--- config.mk ---
export PLATFORM = sky130hd
export DESIGN_NAME = writeback_unit
export DESIGN_NICKNAME = d
export VERILOG_FILES = /design/src/rtl/writeback_unit.sv
export SDC_FILE = /design/constraint.sdc
export NUM_CORES = 1
export LEC_CHECK = 0
export BUFFER_PORTS_ARGS = -buffer_cell sky130_fd_sc_hd__buf_2
export CORE_ASPECT_RATIO = 0.75
export CORE_MARGIN = 5
export CORE_UTILIZATION = 60
export DETAILED_ROUTE_END_ITERATION = 8
export PLACE_DENSITY = 0.81
export SLEW_MARGIN = 10
export SYNTH_ARGS = -nofsm -noshare
export SYNTH_HDL_FRONTEND = slang
export SYNTH_SLANG_ARGS = --single-unit
--- constraint.sdc ---
create_clock -name clk -period 12.27 [get_ports clk]
set_input_delay 0.6135 -clock clk [delete_from_list [all_inputs] [get_ports clk]]
set_output_delay 0.6135 -clock clk [all_outputs]
set_load 0.02 [all_outputs]
--- src/rtl/writeback_unit.sv ---
// Writeback scheduler: owns the single register-file write port.
// ALU and load results are queued in order, drained one per cycle into the
// registered write port, and every in-flight result can be forwarded to decode.
module writeback_unit #(
   parameter int FIFO_DEPTH = 4
) (
   input  logic        clk,
   input  logic        rst,
   input  logic        alu_valid,
   output logic        alu_ready,
   input  logic [4:0]  alu_rd,
   input  logic [31:0] alu_data,
   input  logic        ld_valid,
   output logic        ld_ready,
   input  logic [4:0]  ld_rd,
   input  logic [2:0]  ld_funct3,
   input  logic [1:0]  ld_addr_lo,
   input  logic [31:0] ld_word,
   output logic        write_signal,
   output logic [4:0]  write_reg,
   output logic [31:0] write_data,
   input  logic [4:0]  fwd_rs1,
   input  logic [4:0]  fwd_rs2,
   output logic        fwd1_hit,
   output logic        fwd2_hit,
   output logic [31:0] fwd1_data,
   output logic [31:0] fwd2_data,
   output logic        busy
);

   localparam int PW = (FIFO_DEPTH > 1) ? $clog2(FIFO_DEPTH) : 1;
   localparam int CW = $clog2(FIFO_DEPTH + 1);
   localparam logic [CW-1:0] DEPTH_C    = CW'(FIFO_DEPTH);
   localparam logic [CW-1:0] DEPTH_M1_C = CW'(FIFO_DEPTH - 1);

   logic [PW-1:0] head_q, head_d;
   logic [PW-1:0] tail_q, tail_d;
   logic [CW-1:0] count_q, count_d;
   logic [4:0]    entry_rd_q   [FIFO_DEPTH];
   logic [4:0]    entry_rd_d   [FIFO_DEPTH];
   logic [31:0]   entry_data_q [FIFO_DEPTH];
   logic [31:0]   entry_data_d [FIFO_DEPTH];
   logic          write_signal_q, write_signal_d;
   logic [4:0]    write_reg_q, write_reg_d;
   logic [31:0]   write_data_q, write_data_d;

   logic [7:0]    ld_byte;
   logic [15:0]   ld_half;
   logic [31:0]   ld_ext;
   logic          ld_push;
   logic          alu_push;
   logic          pop;
   logic [PW-1:0] alu_slot;
   logic [PW-1:0] fwd_idx;

   assign write_signal = write_signal_q;
   assign write_reg    = write_reg_q;
   assign write_data   = write_data_q;
   assign busy         = (count_q != '0) || write_signal_q;

   // Acceptance looks only at the registered count; a load reserves its slot
   // before the ALU so that with one slot left the load wins.
   always_comb begin
      ld_ready  = !rst && (count_q < DEPTH_C);
      alu_ready = !rst && (ld_valid ? (count_q < DEPTH_M1_C) : (count_q < DEPTH_C));
   end

   // Pick the addressed byte/half-word from the aligned load word and extend it.
   always_comb begin
      ld_byte = 8'h00;
      case (ld_addr_lo)
         2'd0:    ld_byte = ld_word[7:0];
         2'd1:    ld_byte = ld_word[15:8];
         2'd2:    ld_byte = ld_word[23:16];
         default: ld_byte = ld_word[31:24];
      endcase
      ld_half = ld_addr_lo[1] ? ld_word[31:16] : ld_word[15:0];
      case (ld_funct3)
         3'b000:  ld_ext = {{24{ld_byte[7]}}, ld_byte};
         3'b100:  ld_ext = {24'h000000, ld_byte};
         3'b001:  ld_ext = {{16{ld_half[15]}}, ld_half};
         3'b101:  ld_ext = {16'h0000, ld_half};
         default: ld_ext = ld_word;
      endcase
   end

   // Next-state: pop the head into the write port, then enqueue load before ALU;
   // x0 results finish their handshake but never take a slot.
   always_comb begin
      ld_push        = ld_valid && ld_ready && (ld_rd != 5'd0);
      alu_push       = alu_valid && alu_ready && (alu_rd != 5'd0);
      pop            = (count_q != '0);
      head_d         = head_q;
      entry_rd_d     = entry_rd_q;
      entry_data_d   = entry_data_q;
      write_signal_d = 1'b0;
      write_reg_d    = write_reg_q;
      write_data_d   = write_data_q;
      if (pop) begin
         write_signal_d = 1'b1;
         write_reg_d    = entry_rd_q[head_q];
         write_data_d   = entry_data_q[head_q];
         head_d         = head_q + PW'(1);
      end
      if (ld_push) begin
         entry_rd_d[tail_q]   = ld_rd;
         entry_data_d[tail_q] = ld_ext;
      end
      alu_slot = ld_push ? (tail_q + PW'(1)) : tail_q;
      if (alu_push) begin
         entry_rd_d[alu_slot]   = alu_rd;
         entry_data_d[alu_slot] = alu_data;
      end
      tail_d  = tail_q + PW'(ld_push) + PW'(alu_push);
      count_d = count_q + CW'(ld_push) + CW'(alu_push) - CW'(pop);
   end

   // State registers; reset throws away every queued entry and the pending write.
   always_ff @(posedge clk) begin
      if (rst) begin
         head_q         <= '0;
         tail_q         <= '0;
         count_q        <= '0;
         write_signal_q <= 1'b0;
         write_reg_q    <= 5'd0;
         write_data_q   <= 32'd0;
      end else begin
         head_q         <= head_d;
         tail_q         <= tail_d;
         count_q        <= count_d;
         write_signal_q <= write_signal_d;
         write_reg_q    <= write_reg_d;
         write_data_q   <= write_data_d;
         entry_rd_q     <= entry_rd_d;
         entry_data_q   <= entry_data_d;
      end
   end

   // Forwarding scans oldest to youngest so later matches overwrite earlier ones;
   // the output register is oldest because the register file commits after it.
   always_comb begin
      fwd1_hit  = 1'b0;
      fwd1_data = 32'd0;
      fwd2_hit  = 1'b0;
      fwd2_data = 32'd0;
      fwd_idx   = '0;
      if (write_signal_q && (write_reg_q == fwd_rs1)) begin
         fwd1_hit  = 1'b1;
         fwd1_data = write_data_q;
      end
      if (write_signal_q && (write_reg_q == fwd_rs2)) begin
         fwd2_hit  = 1'b1;
         fwd2_data = write_data_q;
      end
      for (int i = 0; i < FIFO_DEPTH; i++) begin
         if (CW'(i) < count_q) begin
            fwd_idx = head_q + PW'(i);
            if (entry_rd_q[fwd_idx] == fwd_rs1) begin
               fwd1_hit  = 1'b1;
               fwd1_data = entry_data_q[fwd_idx];
            end
            if (entry_rd_q[fwd_idx] == fwd_rs2) begin
               fwd2_hit  = 1'b1;
               fwd2_data = entry_data_q[fwd_idx];
            end
         end
      end
      if (fwd_rs1 == 5'd0) begin
         fwd1_hit  = 1'b0;
         fwd1_data = 32'd0;
      end
      if (fwd_rs2 == 5'd0) begin
         fwd2_hit  = 1'b0;
         fwd2_data = 32'd0;
      end
   end

endmodule

==> flow_results.org <==
** Synth
- In the synthesized netlist, the number of instances is around 2,000.
- Mean Syn Cell Area :: 8.534 um^2
- Number of register bits inferred by synthesis :: just under 200
- Counting every net in the synthesized netlist gives roughly 2,100.
- Netlist area before placement :: between 15,000 and 20,000 um^2
- Main area contributors after synthesis :: sky130_fd_sc_hd__edfxtp_1 26%, sky130_fd_sc_hd__mux2i_1 13%, sky130_fd_sc_hd__nand2_1 8.2%
- For this run, the number of Yosys warnings is 0.
- The top cell type by area accounts for 26.13% of the synthesized area.
- The synthesized design spends more area on one cell type than any other, namely sky130_fd_sc_hd__edfxtp_1.
- After synthesis, flip-flops and latches occupy 31.43% of the total area.
- The number of different library cells used by synthesis comes to slightly below 60.

** Timing
- In the finished design, the share of the clock period the worst path needs comes to 44.88%.
- Adding up every negative setup slack in the final design gives 0 ps.
- Final Max Slew Viols :: 0
- Actual transition at the worst max-transition pin :: about 1300 ps
- Final-layout worst hold slack :: between 400 and 500 ps
- The smallest clock period supported by the final layout is computed as about 5500 ps.
- Measured against its own limit, the worst slew margin works out to 15.12%.
- RSZ-0062 raised after global routing :: no
- Achievable clock frequency :: 181.6 MHz
- Finish-stage setup viols :: 0
- For the final database, setup skew stands at around 13 ps.
- Final number of hold-violating endpoints :: 0

** Worst hold path
- Worst hold stages :: 3
- Hold crit path type :: in -> reg
- Endpoint of the worst hold path :: entry_data_q[28]$_DFFE_PN_
- The worst hold path begins at alu_data[28].

** Cells and area
- In the final layout, the share of cells above drive strength 1 is about a fifth.
- entry_data_q holds more flip-flops than any other register.
- Flip-flop count of the largest register, all copies and words added :: approximately 130
- Final layout net count :: 2,163
- Measured on the finished design, the core utilization comes to between 60% and 70%.
- Area growth syn-to-layout :: 9.034%

** Routing
- Once detail routing completed, the nets flagged for antenna violations numbered 0.
- DRC violations left :: 0
- Final wirelength :: just over 60,000 um
- Detailed-router iteration count before antenna repair :: 6
- Ratio of routed vias to standard cells :: 6.969
- In this run, the number of DRC markers left after iteration 0 of detailed routing was 2,560.
- Wire per inst :: 25.25 um
- The routed layout has ~17,000 vias.

** Clock network
- Clock Sinks :: between 150 and 200
- At the later pin of the worst-skew pair, clock insertion delay measures 460 ps.
- In this run, post-CTS hold repair placed 0 buffers.
- The H-tree generated during clock tree synthesis spans 4 levels.
- Buffer levels on the longest clock path :: 2
- In this run the clock root is driven by a sky130_fd_sc_hd__clkbuf_16.
- In this run the post-CTS setup repair buffer count came out at 0.
- Clk slew on worst S/H paths :: around 80 ps
- Clock tree from TritonCTS :: built
- TritonCTS created 17 clock buffers.
- Gates resized during post-CTS repair numbered 0.

** Floorplanning
- For this configuration, the core starts out at a cell density of 60.78%.
- The die covers 31,850 um^2.
- The floorplan step set the die height to ~160 um.
- For this design the top-level I/O count stands at 200.
- Placeable core region :: 27,980 um^2
- Die W :: 204.4 um
- The floorplan has 53 rows.

** Pwr
- The design draws approximately 3900 uW.
- Summed over all nets, the switching power comes to 1975 uW.
- Across the VDD grid, the largest voltage drop is 0.1608 mV.
- The clock network accounts for 14.7% of the total power.
- The internal power of the cells totals just under 2000 uW.
- Switching part of the total power :: 50.22%
- Leakage power :: around 0.0073 uW
- Reg power frac :: 28.7%
- For this design the ratio of total power to cell area is 212.0 nW/um^2.
- Combinational Power Share :: 56.6%

** Critical path
- For the worst setup path, the data arrival time is roughly 4900 ps.
- Category of the critical setup timing path :: reg -> out
- Source of the worst register-to-register timing path :: head_q[1]$_SDFFE_PP0N_
- CP required :: 11,660 ps
- Critical path endpoint category :: primary output
- STA classifies the critical path startpoint as a flop.
- The endpoint identified for the worst register-to-register timing path is write_data[31]$_SDFFE_PP0N_.
- Worst Reg2Reg Path Length in Cells :: 6
- CP Max Fanout :: 56
- Across all register-to-register paths, the minimum setup slack is 8520 ps.

** Outcome
- Status :: completed

** Placed design
- The congestion estimate from routability-driven global placement came to around 1.0.
- Port Buffers :: 199
- HPWL Detailed :: 42,340 um

** Global routing
- First-pass GRT wire length :: 93,920 um
- In the global route stage, met3 resource usage came out at 13.47%.
- Met1 Use GR :: between 50% and 60%
- The via count of the first global-routing pass was between 15,000 and 20,000.
- The total overflow left after global routing is 0.
- The number of antenna violations at the first check in global routing came to 2.
- In the global route stage, overall resource usage came out at a little under two fifths.
- The layer flagged by global routing as most heavily used is met2.
- GR Layer Usage met2 :: between 50 and 60%
- Entering global routing, the biggest net connects 95 pins.

** Job
- Across the run, the number of max-cap violations was 0.
-- cell usage after synthesis, drive strengths merged --
cell / count
nand2b: 2
edfxtp: 148
a2111oi: 2
or4: 5
a41oi: 1
buf: 77
o21ai: 206
nor2: 85
a211oi: 1
o22ai: 2
o311ai: 30
o21a: 17
nor2b: 35
a2bb2oi: 1
inv: 20
a22oi: 7
mux4: 27
dfxtp: 45
xor2: 25
a211o: 1
and2: 1
nand3: 14
nand4: 2
clkbuf: 106
ha: 7
o211ai: 38
or2: 32
nor4: 35
o31ai: 32
clkinv: 1
a221oi: 32
a21oi: 203
mux2i: 228
nand2: 371
nor3: 5
xnor2: 27
or3: 3
mux2: 51
and2b: 1
nor3b: 1
a31oi: 1
and3: 61
a311oi: 1
fa: 3
-- logic make-up after synthesis --
| kind of cell | count (synthesis) | share of synthesized area (%) |
|---|---|---|
| flops | 193 | 31.43 |
| simple gates | 653 | 17.48 |
| compound gates | 575 | 21.57 |
| fa+ha+maj | 10 | 0.8681 |
| buf+inv | 204 | 5.517 |
| mux | 306 | 20.46 |
| xor+xnor | 52 | 2.678 |
-- layer usage --
| metal | share of wire (%) | wire length [um] | vias up |
|---|---|---|---|
| met4 | 4.1 | 2560 | 4 |
| met3 | 16 | 10000 | 245 |
| met5 | 0.024 | 15 | - |
| li1 | - | - | 7447 |
| met2 | 41 | 25700 | 1476 |
| met1 | 38 | 23830 | 7965 |
-- worst max path at each step --
stage	start	endpoint	slack [ps]
2_1_floorplan	rst	entry_data_q[0]$_DFFE_PN_	7900
3_3_place_gp	head_q[0]$_SDFFE_PP0N_	fwd2_data[21]	7470
3_5_place_dp	head_q[0]$_SDFFE_PP0N_	fwd2_data[21]	7370
4_1_cts	head_q[0]$_SDFFE_PP0N_	fwd2_data[21]	6880
5_1_grt	head_q[1]$_SDFFE_PP0N_	fwd1_data[20]	6660
6_report	head_q[1]$_SDFFE_PP0N_	fwd1_data[22]	6760
-- worst max-delay path, cell delays in order, from the launching register on --
cell and delay (ps):
sky130_fd_sc_hd__dfxtp_4 690, sky130_fd_sc_hd__buf_4 790, sky130_fd_sc_hd__mux2i_1 300, sky130_fd_sc_hd__xnor2_1 140, sky130_fd_sc_hd__nand3_1 110, sky130_fd_sc_hd__a21oi_2 190
sky130_fd_sc_hd__buf_4 400, sky130_fd_sc_hd__nor2b_2 750, sky130_fd_sc_hd__buf_4 450, sky130_fd_sc_hd__o311ai_1 160, sky130_fd_sc_hd__o211ai_1 180, sky130_fd_sc_hd__buf_2 220
-- stage by stage --
stage	area, um^2	setup WS, ps	cells
6_report	18540	6763	2459
2_1_floorplan	17010	7895	1993
4_1_cts	18540	6883	2458
5_1_grt	18540	6658	2458
3_5_place_dp	17950	7375	2426
3_3_place_gp	17950	7472	2426
-- cells in the final DEF (no fill, tap or decap), types with 17 or more instances in the layout --
cell type / Yosys / routed
sky130_fd_sc_hd__a21oi_1: 202 / 199
sky130_fd_sc_hd__a221oi_2: 30 / 30
sky130_fd_sc_hd__and3_1: 61 / 61
sky130_fd_sc_hd__buf_2: 33 / 199
sky130_fd_sc_hd__buf_4: 6 / 32
sky130_fd_sc_hd__clkbuf_16: 0 / 17
sky130_fd_sc_hd__dfxtp_1: 45 / 43
sky130_fd_sc_hd__edfxtp_1: 148 / 148
sky130_fd_sc_hd__mux2_2: 51 / 51
sky130_fd_sc_hd__mux2i_1: 228 / 228
sky130_fd_sc_hd__mux4_2: 23 / 23
sky130_fd_sc_hd__nand2_1: 371 / 367
sky130_fd_sc_hd__nor2_1: 83 / 80
sky130_fd_sc_hd__nor2b_1: 35 / 33
sky130_fd_sc_hd__nor4_1: 35 / 35
sky130_fd_sc_hd__o211ai_1: 37 / 37
sky130_fd_sc_hd__o21a_1: 17 / 17
sky130_fd_sc_hd__o21ai_0: 204 / 204
sky130_fd_sc_hd__o311ai_1: 22 / 22
sky130_fd_sc_hd__o31ai_1: 32 / 32
sky130_fd_sc_hd__or2_2: 32 / 32
sky130_fd_sc_hd__xnor2_1: 27 / 27
sky130_fd_sc_hd__xor2_1: 25 / 25
-- power groups by stage --
stage | combinational, uW | clock [uW] | sequential, uW
CTS | 2150 | 574 | 1120
global placement | 2090 | 0 | 1120
finish | 2220 | 578 | 1130
detailed placement | 2140 | 0 | 1130
global route | 2350 | 597 | 1150
floorplan | 1560 | 0 | 1070
-- final cells by class --
cell class                 instances  area (um^2)
antenna                            1        2.502
clock buffer                      17        425.4
clock inverter                    15        161.4
fill                            2356         9440
inverter                          21        83.83
multi-input combinational       1596        10800
sequential                       193         5353
tap                              385        481.7
timing repair buffer             231         1236
Power figures use the tool's default switching activity.
